### src/rtl/rf_mmio_pkg.sv
// Shared constants and types for the pico core register file with memory-mapped I/O.
package rf_mmio_pkg;

  localparam int PICO_N       = 8;
  localparam int PICO_R       = 32;
  localparam int DEF_IN_BASE  = 4;
  localparam int DEF_NUM_IN   = 1;
  localparam int DEF_OUT_BASE = 8;
  localparam int DEF_NUM_OUT  = 1;

  typedef enum logic {
    CLEAR = 1'b0,
    RUN   = 1'b1
  } rf_state_e;

  typedef logic [$clog2(PICO_R)-1:0] rf_addr_t;

endpackage

### src/rtl/rf_mmio_sync_vec.sv
// Multi-stage flop chain bringing an asynchronous input vector into the clk domain.
module rf_mmio_sync_vec #(
  parameter int W      = 8,
  parameter int STAGES = 2
) (
  input  logic         clk,
  input  logic         rst,
  input  logic [W-1:0] d,
  output logic [W-1:0] q
);

  logic [W-1:0] stage [STAGES];

  always_ff @(posedge clk) begin
    if (rst) begin
      for (int i = 0; i < STAGES; i++) stage[i] <= '0;
    end else begin
      stage[0] <= d;
      for (int i = 1; i < STAGES; i++) stage[i] <= stage[i-1];
    end
  end

  assign q = stage[STAGES-1];

endmodule

### src/rtl/rf_mmio.sv
// Core register file: R0 = 0, synchronised input registers, strobed output registers,
// write-through bypass and a one-address-per-cycle clear sequence after reset.
//   state | meaning
//   CLEAR | zeroing regs[clr_q], one per cycle; ports read 0, writes ignored
//   RUN   | normal register file operation
module rf_mmio
  import rf_mmio_pkg::*;
#(
  parameter int N           = PICO_N,
  parameter int R           = PICO_R,
  parameter int IN_BASE     = DEF_IN_BASE,
  parameter int NUM_IN      = DEF_NUM_IN,
  parameter int OUT_BASE    = DEF_OUT_BASE,
  parameter int NUM_OUT     = DEF_NUM_OUT,
  parameter int SYNC_STAGES = 2,
  parameter int BYPASS      = 1,
  localparam int AW         = $clog2(R),
  localparam int INW        = (NUM_IN  > 0) ? NUM_IN  * N : N,
  localparam int OUTW       = (NUM_OUT > 0) ? NUM_OUT * N : N,
  localparam int STBW       = (NUM_OUT > 0) ? NUM_OUT : 1
) (
  input  logic                 clk_i,
  input  logic                 rst_i,
  input  logic                 wr_en_i,
  input  logic [AW-1:0]        wr_addr_i,
  input  logic signed [N-1:0]  wr_data_i,
  input  logic [AW-1:0]        rs_addr_i,
  input  logic [AW-1:0]        rd_addr_i,
  output logic signed [N-1:0]  rs_data_o,
  output logic signed [N-1:0]  rd_data_o,
  input  logic [INW-1:0]       ext_data_i,
  output logic [OUTW-1:0]      ext_data_o,
  output logic [STBW-1:0]      ext_stb_o,
  output logic                 busy_o
);

  localparam int ASPACE = 1 << AW;

  rf_state_e     state_q, state_d;
  logic [AW-1:0] clr_q, clr_d;
  logic          clr_we;
  logic          we_run;
  logic [N-1:0]  rd_val [ASPACE];
  logic [ASPACE-1:0] wr_ok;
  logic [N-1:0]  sync_q [(NUM_IN > 0) ? NUM_IN : 1];

  if (NUM_IN > 0 && (IN_BASE < 1 || IN_BASE + NUM_IN - 1 > R - 1)) begin : g_bad_in
    $error("rf_mmio: input register range must lie within 1..R-1");
  end
  if (NUM_OUT > 0 && (OUT_BASE < 1 || OUT_BASE + NUM_OUT - 1 > R - 1)) begin : g_bad_out
    $error("rf_mmio: output register range must lie within 1..R-1");
  end
  if (NUM_IN > 0 && NUM_OUT > 0 &&
      IN_BASE < OUT_BASE + NUM_OUT && OUT_BASE < IN_BASE + NUM_IN) begin : g_overlap
    $error("rf_mmio: input and output register ranges overlap");
  end

  always_ff @(posedge clk_i) begin
    if (rst_i) begin
      state_q <= CLEAR;
      clr_q   <= '0;
    end else begin
      state_q <= state_d;
      clr_q   <= clr_d;
    end
  end

  always_comb begin
    state_d = state_q;
    clr_d   = clr_q;
    if (state_q == CLEAR) begin
      clr_d = clr_q + 1'b1;
      if (clr_q == AW'(R - 1)) state_d = RUN;
    end
  end

  assign busy_o = (state_q == CLEAR);
  assign clr_we = (state_q == CLEAR) && !rst_i;
  assign we_run = wr_en_i && (state_q == RUN);

  for (genvar k = 0; k < NUM_IN; k++) begin : g_sync
    rf_mmio_sync_vec #(.W(N), .STAGES(SYNC_STAGES)) u_sync (
      .clk (clk_i),
      .rst (rst_i),
      .d   (ext_data_i[k*N +: N]),
      .q   (sync_q[k])
    );
  end

  // One storage slot per address; unused or read-only-zero addresses collapse to constants.
  for (genvar a = 0; a < ASPACE; a++) begin : g_addr
    localparam bit IS_VALID = (a < R);
    localparam bit IS_ZERO  = (a == 0);
    localparam bit IS_IN    = (a >= IN_BASE) && (a < IN_BASE + NUM_IN);

    assign wr_ok[a] = IS_VALID && !IS_ZERO && !IS_IN;

    if (!IS_VALID || IS_ZERO) begin : g_zero
      assign rd_val[a] = '0;
    end else if (IS_IN) begin : g_in
      logic [N-1:0] q;
      always_ff @(posedge clk_i) begin
        if (clr_we && clr_q == AW'(a)) q <= '0;
        else                           q <= sync_q[a - IN_BASE];
      end
      assign rd_val[a] = q;
    end else begin : g_store
      logic [N-1:0] q;
      always_ff @(posedge clk_i) begin
        if (clr_we && clr_q == AW'(a))             q <= '0;
        else if (we_run && wr_addr_i == AW'(a))    q <= wr_data_i;
      end
      assign rd_val[a] = q;
    end
  end

  if (NUM_OUT > 0) begin : g_out
    logic [NUM_OUT-1:0] stb_q;
    always_ff @(posedge clk_i) begin
      if (rst_i) begin
        stb_q <= '0;
      end else begin
        for (int k = 0; k < NUM_OUT; k++)
          stb_q[k] <= we_run && (wr_addr_i == AW'(OUT_BASE + k));
      end
    end
    for (genvar k = 0; k < NUM_OUT; k++) begin : g_slice
      assign ext_data_o[k*N +: N] = rd_val[OUT_BASE + k];
    end
    assign ext_stb_o = stb_q;
  end else begin : g_no_out
    assign ext_data_o = '0;
    assign ext_stb_o  = '0;
  end

  always_comb begin
    rs_data_o = '0;
    rd_data_o = '0;
    if (state_q == RUN) begin
      if (BYPASS != 0 && wr_en_i && wr_addr_i == rs_addr_i && wr_ok[rs_addr_i])
        rs_data_o = wr_data_i;
      else
        rs_data_o = rd_val[rs_addr_i];
      if (BYPASS != 0 && wr_en_i && wr_addr_i == rd_addr_i && wr_ok[rd_addr_i])
        rd_data_o = wr_data_i;
      else
        rd_data_o = rd_val[rd_addr_i];
    end
  end

endmodule

### config.mk
export PLATFORM = sky130hd
export DESIGN_NAME = rf_mmio
export DESIGN_NICKNAME = d
export VERILOG_FILES = /design/src/rtl/rf_mmio_pkg.sv /design/src/rtl/rf_mmio_sync_vec.sv /design/src/rtl/rf_mmio.sv
export SDC_FILE = /design/constraint.sdc
export NUM_CORES = 1
export LEC_CHECK = 0
export CAP_MARGIN = 20
export CELL_PAD_IN_SITES_DETAIL_PLACEMENT = 1
export CELL_PAD_IN_SITES_GLOBAL_PLACEMENT = 1
export CORE_MARGIN = 1.5
export CORE_UTILIZATION = 25
export DETAILED_ROUTE_END_ITERATION = 10
export DONT_BUFFER_PORTS = 1
export GPL_TIMING_DRIVEN = 1
export PLACE_DENSITY_LB_ADDON = 0.3
export SLEW_MARGIN = 20
export SYNTH_ARGS = -nofsm -noshare
export SYNTH_HDL_FRONTEND = slang
export SYNTH_SLANG_ARGS = --single-unit
### constraint.sdc
create_clock -name clk_i -period 1.9 [get_ports clk_i]
set_clock_uncertainty 0.2 [all_clocks]
set_input_delay 0.19 -clock clk_i [delete_from_list [all_inputs] [get_ports clk_i]]
set_output_delay 0.19 -clock clk_i [all_outputs]
set_load 0.03 [all_outputs]
==> metrics.md, run 1 <==
| Metric | Value |
|---|---|
| Status | complete, but fails checks |
| Failing checks | setup timing |
| Required @ worst endpoint | 1510 ps |
| Final hold violation count | 0 |
| CTS tree | yes |
| Clock Path Buffers | 3 |
| Root Driver | clkbuf_16 |
| Number of port buffers | 0 |
| Synthesized cell area | 0.0143 mm^2 |
| DRC | 0 |
| Total Nets Final | 1756 |
| GRT Util Overall | 20.5% |
| Worst slew pin tran | 898 ps |
| FF+latch count, synth | 271 |
| Ant diodes | 0 |
| Slew headroom | 39.9% |
| Crit path arrival time | 2360 ps |
| Initial antenna violation count | 1 |
| Worst r2r src | state_q |
| WS Path Type | reg -> out |
| Die Wd | 243 um |
| Slew Viols, Final | 0 |
| Area of the core | 0.0565 mm^2 |
| Total gr overflow | 0 |
| Post-synthesis sequential area ratio | 37.8% |
| Reg2Reg Depth | 11 |
| Core Util, Final | 35.4% |
| Fin Hold WS | 11.3 ps |
| PD cells | 712 mW/mm^2 |
| CTS sink cnt | 271 |
| RSZ-0062 raised after global routing | yes |
| Place WS | -626 ps |
| Largest net degree at the start of global routing | 69 |
| Hold Path Class | in -> reg |
| Ys Warns | 0 |
| Synthesized net count | 1559 |
| Crit path time final | 2750 ps |
| Syn avg cell area | 9.44 um^2 |
| First-pass GRT wire length | 91200 um |
| FP Rows | 87 |
| CTS clock-pin slew for the worst setup and hold paths | 60 ps |
| Setup TNS Final | -33880 ps |
| Clock Latency Late Sink | 550 ps |
| Multi-input gate area | 0.00941 mm^2 |
| Syn Inst Count | 1519 |
| Flop-to-flop setup slack | -220 ps |
| Peak VDD IR | 0.524 mV |
| Final setup fails | 237 |
| RR Endpoint | g_addr[28].g_store.q[0] |
| Crit end category | primary output |
| P_leak | 7.67 nW |
| CP max FO | 2 |
| Vias in the first global route | 13400 |
| H-tree depth | 2 |
| Max cap viols | 0 |
| Via density | 5.24 |
| Setup crit end | rd_data_o[5] |
| Peak Freq | 0.364 GHz |
| Worst Setup SP | g_addr[18].g_store.q[5] |
| DR vias | 13100 |
| Final Wtd Congestion | 0.860 |
| Synth cell types | 51 |
| Die height | 243 um |
| Die area | 0.0588 mm^2 |
| Share of layout cells above drive strength 1 | 37.1% |
| FF+latch area | 0.00547 mm^2 |
| DRT Pass-1 Iters | 5 |
| Post-Route WL | 61800 um |
| I/O pins | 60 |
| Initial core utilization | 25.4% |
| Crit start category | flop |
| Final Power | 14.2 mW |
| Post-DRT Antenna Nets | 0 |
| Per-cell routed wire length | 24.7 um |
| Initial DRC count | 931 |
| Setup ws final | -848 ps |
| Fill count | 6264 |
| Num CTS Buffers | 35 |
| P&R area growth vs syn | 39.3% |
| DP Wirelength | 41600 um |
| Period utilization | 145% |
logic make-up (layout without fill, tap and decap cells):
group / count (synthesis) / in the layout / share of synthesized area [%]
AND/OR/NAND/NOR: 476 / 476 / 15.2
AO/OA/AOI/OAI: 338 / 338 / 13.4
multiplexers: 292 / 292 / 28.1
flip-flops: 271 / 271 / 37.8
buffers and inverters: 124 / 347 / 4.15
XOR/XNOR: 12 / 12 / 0.733
adder cells (fa/ha/maj): 6 / 6 / 0.524
per-stage QoR:
stage | cells | area, um^2
after global routing | 2498 | 20000
after detailed placement | 2392 | 17100
after floorplan | 1519 | 14600
after CTS | 2480 | 19100
final | 2498 | 20000
after global placement | 2392 | 17100
Yosys cell counts (all sizes together):
master / instances / area [um^2]
or3b: 1 / 8.76
clkbuf: 60 / 226
nor2: 206 / 863
dfxtp: 271 / 5430
nand2b: 17 / 106
nor4: 6 / 52.6
nor4b: 1 / 8.76
a2111oi: 2 / 17.5
or2: 14 / 87.6
nand3b: 1 / 7.51
a41o: 1 / 11.3
o21ai: 114 / 571
nor2b: 33 / 209
and3: 3 / 18.8
a211o: 9 / 78.8
and2: 9 / 57.6
inv: 4 / 15.0
nor3b: 4 / 30.0
a211oi: 24 / 180
xnor2: 5 / 43.8
xor2: 7 / 61.3
nand4: 4 / 25.0
a31oi: 7 / 43.8
nand3: 16 / 80.1
mux2i: 169 / 1690
o31a: 3 / 26.3
nand2: 144 / 541
o32ai: 1 / 8.76
mux2: 38 / 428
o221ai: 8 / 70.1
mux4: 85 / 1910
a21oi: 129 / 646
a221oi: 8 / 70.1
buf: 60 / 354
a21boi: 1 / 7.51
o22ai: 31 / 194
nor3: 17 / 85.1
ha: 6 / 75.1
flip-flops by register name (all words and copies together) (netlist names):
name and flops:
clr_q 5, ext_data_o 8, ext_stb_o 1, g_addr.g_in.q 8
g_addr.g_store.q 232, g_sync.u_sync.stage 16, state_q 1
repair_timing:
item / 4_1_cts / 5_1_grt
hold endpoints to repair: 263 / 26
cloned: 0 / 2
gates resized for setup: 107 / 222
pin swaps: 35 / 44
hold buffers: 30 / 2
setup buffers: 1 / 16
setup endpoints to repair: 149 / 167
area by class of cell:
class                      instances  area share [%]
inverter                           4          0.0752
tap                              756            4.73
sequential                       271            27.4
clock inverter                     8           0.839
multi-input combinational       1124            47.1
clock buffer                      55            5.47
timing repair buffer             280            14.4
worst max-delay path, stage by stage (launching register included):
cell	delay [ps]
dfxtp_2	320
buf_6	110
mux4_2	470
or2_4	240
a21oi_2	110
nor3_1	60
a211o_1	310
buf_12	170
how the worst min path moves through the flow:
stage	from	end	slack (ps)	depth (start not counted)
after floorplan	ext_data_i[0]	g_sync[0].u_sync.stage[0][0]	120	1
after global placement	rst_i	clr_q[0]	70	1
after detailed placement	rst_i	g_sync[0].u_sync.stage[1][5]	70	1
after CTS	wr_addr_i[1]	g_addr[31].g_store.q[4]	3	4
after global routing	rst_i	g_addr[29].g_store.q[1]	20	5
final	rst_i	g_addr[21].g_store.q[4]	10	5
placed cells by master, fill, tap and decap left out, types with 39 or more instances in the layout:
master	Yosys	routed
buf_12	0	43
nor2_1	194	173
mux2i_1	169	159
clkbuf_16	0	39
a21oi_1	129	96
dfxtp_1	271	237
mux4_2	85	85
buf_4	5	175
nand2_1	144	132
o21ai_0	114	63
routing by layer:
layer | share of wire [%] | up-vias | global-route usage, %
met2 | 45 | 347 | 31.8
met1 | 47 | 6777 | 29.0
met3 | 5.4 | 76 | 3.22
li1 | - | 5889 | -
met5 | 0 | - | 0
met4 | 2.4 | 0 | 6.73
power by group:
group	internal (mW)	leakage, nW	switching (mW)	total, mW
registers	5.75	2.21	0.0484	5.80
clock network	4.62	0.616	2.70	7.33
logic	0.499	4.84	0.592	1.09
No activity file was read; power rests on OpenSTA's default activity.
==> run 2, diff against run 1 <==
--- a/config.mk
+++ b/config.mk
@@ -17,4 +17,5 @@
 export SLEW_MARGIN = 20
 export SYNTH_ARGS = -nofsm -noshare
 export SYNTH_HDL_FRONTEND = slang
+export SYNTH_HIERARCHICAL = 1
 export SYNTH_SLANG_ARGS = --single-unit
==> run 2 against run 1 <==
The run still ends with setup timing left. Largest cell class unchanged. Sequential share of layout area rose by 0.63 points. Cell count down 4.3%. Register-to-register slack gained 80 ps. Clock power fell by 8.7%. Count of clock-buffer cells in the layout is 1 lower. Sequential cell count did not move. Highest routed layer unchanged. Final area down 2.3%. Fmax rose by 1.4%. Worst hold slack worse by 4.4 ps. Area after synthesis increased by 0.10%. First-iteration DRC count up 3.9%. Die area rose by 0.10%.
==> metrics.md, run 2 <==
| Metric | Value |
|---|---|
| Status | complete, but fails checks |
| Failing checks | setup timing |
| FF+latch count, synth | 271 |
| Hold Path Class | in -> reg |
| Highest Signal Layer | met4 |
| Crit path buffers/inverters | 2 |
| Die height | 243 um |
| CTS clock-pin slew for the worst setup and hold paths | 60 ps |
| CTS sink cnt | 271 |
| Root Driver | clkbuf_16 |
| Per-cell routed wire length | 24.8 um |
| Clock Latency Late Sink | 530 ps |
| DRC | 0 |
| Worst Setup SP | g_addr[14].g_store.q[4] |
| Synth Area in Simple Gates | 14.4% |
| PD cells | 685 mW/mm^2 |
| H-tree depth | 2 |
| First-pass GRT wire length | 86700 um |
| Most frequent cell after synthesis | dfxtp_1 |
| Number of port buffers | 0 |
| Max reg flops | 232 |
| P&R area growth vs syn | 36.0% |
| Fill count | 6307 |
| Slew headroom | 25.0% |
| Hold path startpoint | wr_addr_i[0] |
| Most common cell after layout, fill and taps aside | dfxtp_1 |
| Initial antenna violation count | 1 |
| DR vias | 12500 |
| Slew Viols, Final | 0 |
| Cell Chain, Critical Path | mux4_2 > mux2i_4 > nand2_1 > o211ai_1 > o221ai_1 > buf_4 > buf_12 |
| CP delay by family, top | multiplexers |
| Setup ws final | -811 ps |
| Final Power | 13.4 mW |
| Finished Layout Cells | 2391 |
| Crit path max-delay cell type | mux4_2 |
| Total Nets Final | 1651 |
| Crit path arrival time | 2320 ps |
| DP Wirelength | 37900 um |
| Placed insts | 2278 |
| Total gr overflow | 0 |
| Clock Path Buffers | 3 |
| WS Path Type | reg -> out |
| Max cap viols | 0 |
| Worst r2r src | state_q |
| Post-Route WL | 59200 um |
| DRT Pass-1 Iters | 7 |
| Most frequent cells in the layout | dfxtp_1, nor2_1, mux2i_1 |
| Synth Flop Type | dfxtp_1 |
| Post-synth EDFFs | 0 |
| Period utilization | 143% |
| Synth top cells by count | dfxtp_1, nor2_1, mux2i_1 |
| Final setup fails | 80 |
| Met2 WL | 26900 um |
| Area of the core | 0.0566 mm^2 |
| Async SR Flop Fraction | 0% |
| Largest reg by FF count | g_addr.g_store.q |
| Die area | 0.0589 mm^2 |
| Largest net degree at the start of global routing | 72 |
| RSZ-0062 raised after global routing | yes |
| Largest family of logic cells by synthesized area | multiplexers |
| Dominant cell type by area after synthesis | dfxtp_1 |
| Place WS | -696 ps |
| Ys Warns | 6 |
| Post-synthesis mux area share | 31.8% |
| Crit start category | flop |
| P_leak | 7.35 nW |
| Max incr delay on CP | 520 ps |
| DR WL met3 | 3240 um |
| Top cells by area, synth | dfxtp_1, mux4_2, mux2i_1, nor2_1, a21oi_1 |
| Yosys top cell area share | 37.8% |
| Syn Inst Count | 1433 |
| Via density | 5.21 |
| Post-synthesis sequential area ratio | 37.8% |
| Final Wtd Congestion | 0.847 |
| Crit end category | primary output |
| Synthesized cell area | 0.0144 mm^2 |
| Synth Area in XOR/XNOR | 0.732% |
| Compound-Gate Fraction of Synth Area | 10.4% |
| Core Util, Final | 34.5% |
| GRT Util Overall | 19.7% |
| Synthesized net count | 1473 |
| Largest registers | g_addr.g_store.q x232, g_sync.u_sync/stage x16 |
| Share of layout cells above drive strength 1 | 38.8% |
| Ant diodes | 0 |
| Die Wd | 243 um |
| Initial core utilization | 25.4% |
| Initial DRC count | 967 |
| CTS tree | yes |
| Final hold violation count | 0 |
| I/O pins | 60 |
| CP max FO | 2 |
| Routed length on met1 | 27300 um |
| Synth cell types | 53 |
| Post-DRT Antenna Nets | 0 |
| Required @ worst endpoint | 1510 ps |
| Peak VDD IR | 0.502 mV |
| Syn avg cell area | 10.0 um^2 |
| Num CTS Buffers | 34 |
| Peak Freq | 0.369 GHz |
| Worst slew pin tran | 1120 ps |
| Crit path time final | 2710 ps |
| Post-synthesis adder-cell area fraction | 0.523% |
| Vias in the first global route | 12800 |
| FP Rows | 87 |
[run 2: cell count changes in the layout (fill, tap and decap cells not counted), sizes merged, moves of 15 or more]
cell    previous run  this run
nand2            144       112
a211oi            24         9
a21oi            129        95
nor2             206       250
mux2              38        16
o21ai            114        79
mux4              85       106
a22oi              0        18
nor3              17         2
buf              254       230
mux2i            169       200
o22ai             31        14
[run 2: layout make-up]
type | instances | area [um^2] | share of cell area, %
Multi-Input combinational cell | 1037 | 9360 | 47.9
Sequential cell | 271 | 5470 | 28.0
Timing Repair Buffer | 255 | 2560 | 13.1
Clock buffer | 54 | 1090 | 5.58
Tap cell | 756 | 946 | 4.85
Clock inverter | 6 | 57.6 | 0.295
Inverter | 12 | 45.0 | 0.231
[run 2: logic make-up after synthesis]
family          count (synthesis)
simple gates                  448
mux                           322
flops                         271
compound gates                249
buf+inv                       125
xor+xnor                       12
fa+ha+maj                       6
[run 2: worst paths after layout]
check                            endpoint  slack [ps]  depth (start not counted)
setup / recovery             rs_data_o[4]        -810                          7
hold / removal     g_addr[3].g_store.q[0]           7                          4
setup reg to reg  g_addr[24].g_store.q[4]        -140                          7
hold reg to reg       g_addr[4].g_in.q[7]         220                          1
[run 2: repair_timing]
item	4_1_cts	5_1_grt
pin swaps	42	44
endpoints found under the hold margin	263	67
hold buffers	33	1
gates resized for setup	129	184
gates cloned	0	0
buffers inserted	9	13
setup endpoints to repair	179	241
[run 2: per-stage QoR]
step / cell area [um^2] / setup TNS [ps] / hold slack [ps]
3_5_place_dp: 16600 / -23650 / 60.0
5_1_grt: 19500 / -20990 / 18.6
2_1_floorplan: 14500 / -3360 / 119
4_1_cts: 18800 / -14660 / 0.701
6_report: 19500 / -15810 / 6.86
3_3_place_gp: 16600 / -21990 / 59.6
[run 2: power breakdown]
part	internal (mW)	switching, mW	leakage (nW)	total (mW)
Sequential	5.75	0.0464	2.21	5.80
Combinational	0.434	0.462	4.58	0.896
Clock	4.06	2.63	0.566	6.69
[run 2: per-layer routing]
layer	vias to the layer above	track usage, %
met4	0	7.40
met5	-	0
li1	5546	-
met2	373	30.4
met1	6445	27.6
met3	105	3.14
[run 2: tightest hold or removal path, cell delays in order]
cell	delay (ps)
nand4_4	130
buf_4	140
o21ai_0	80
a21oi_1	140
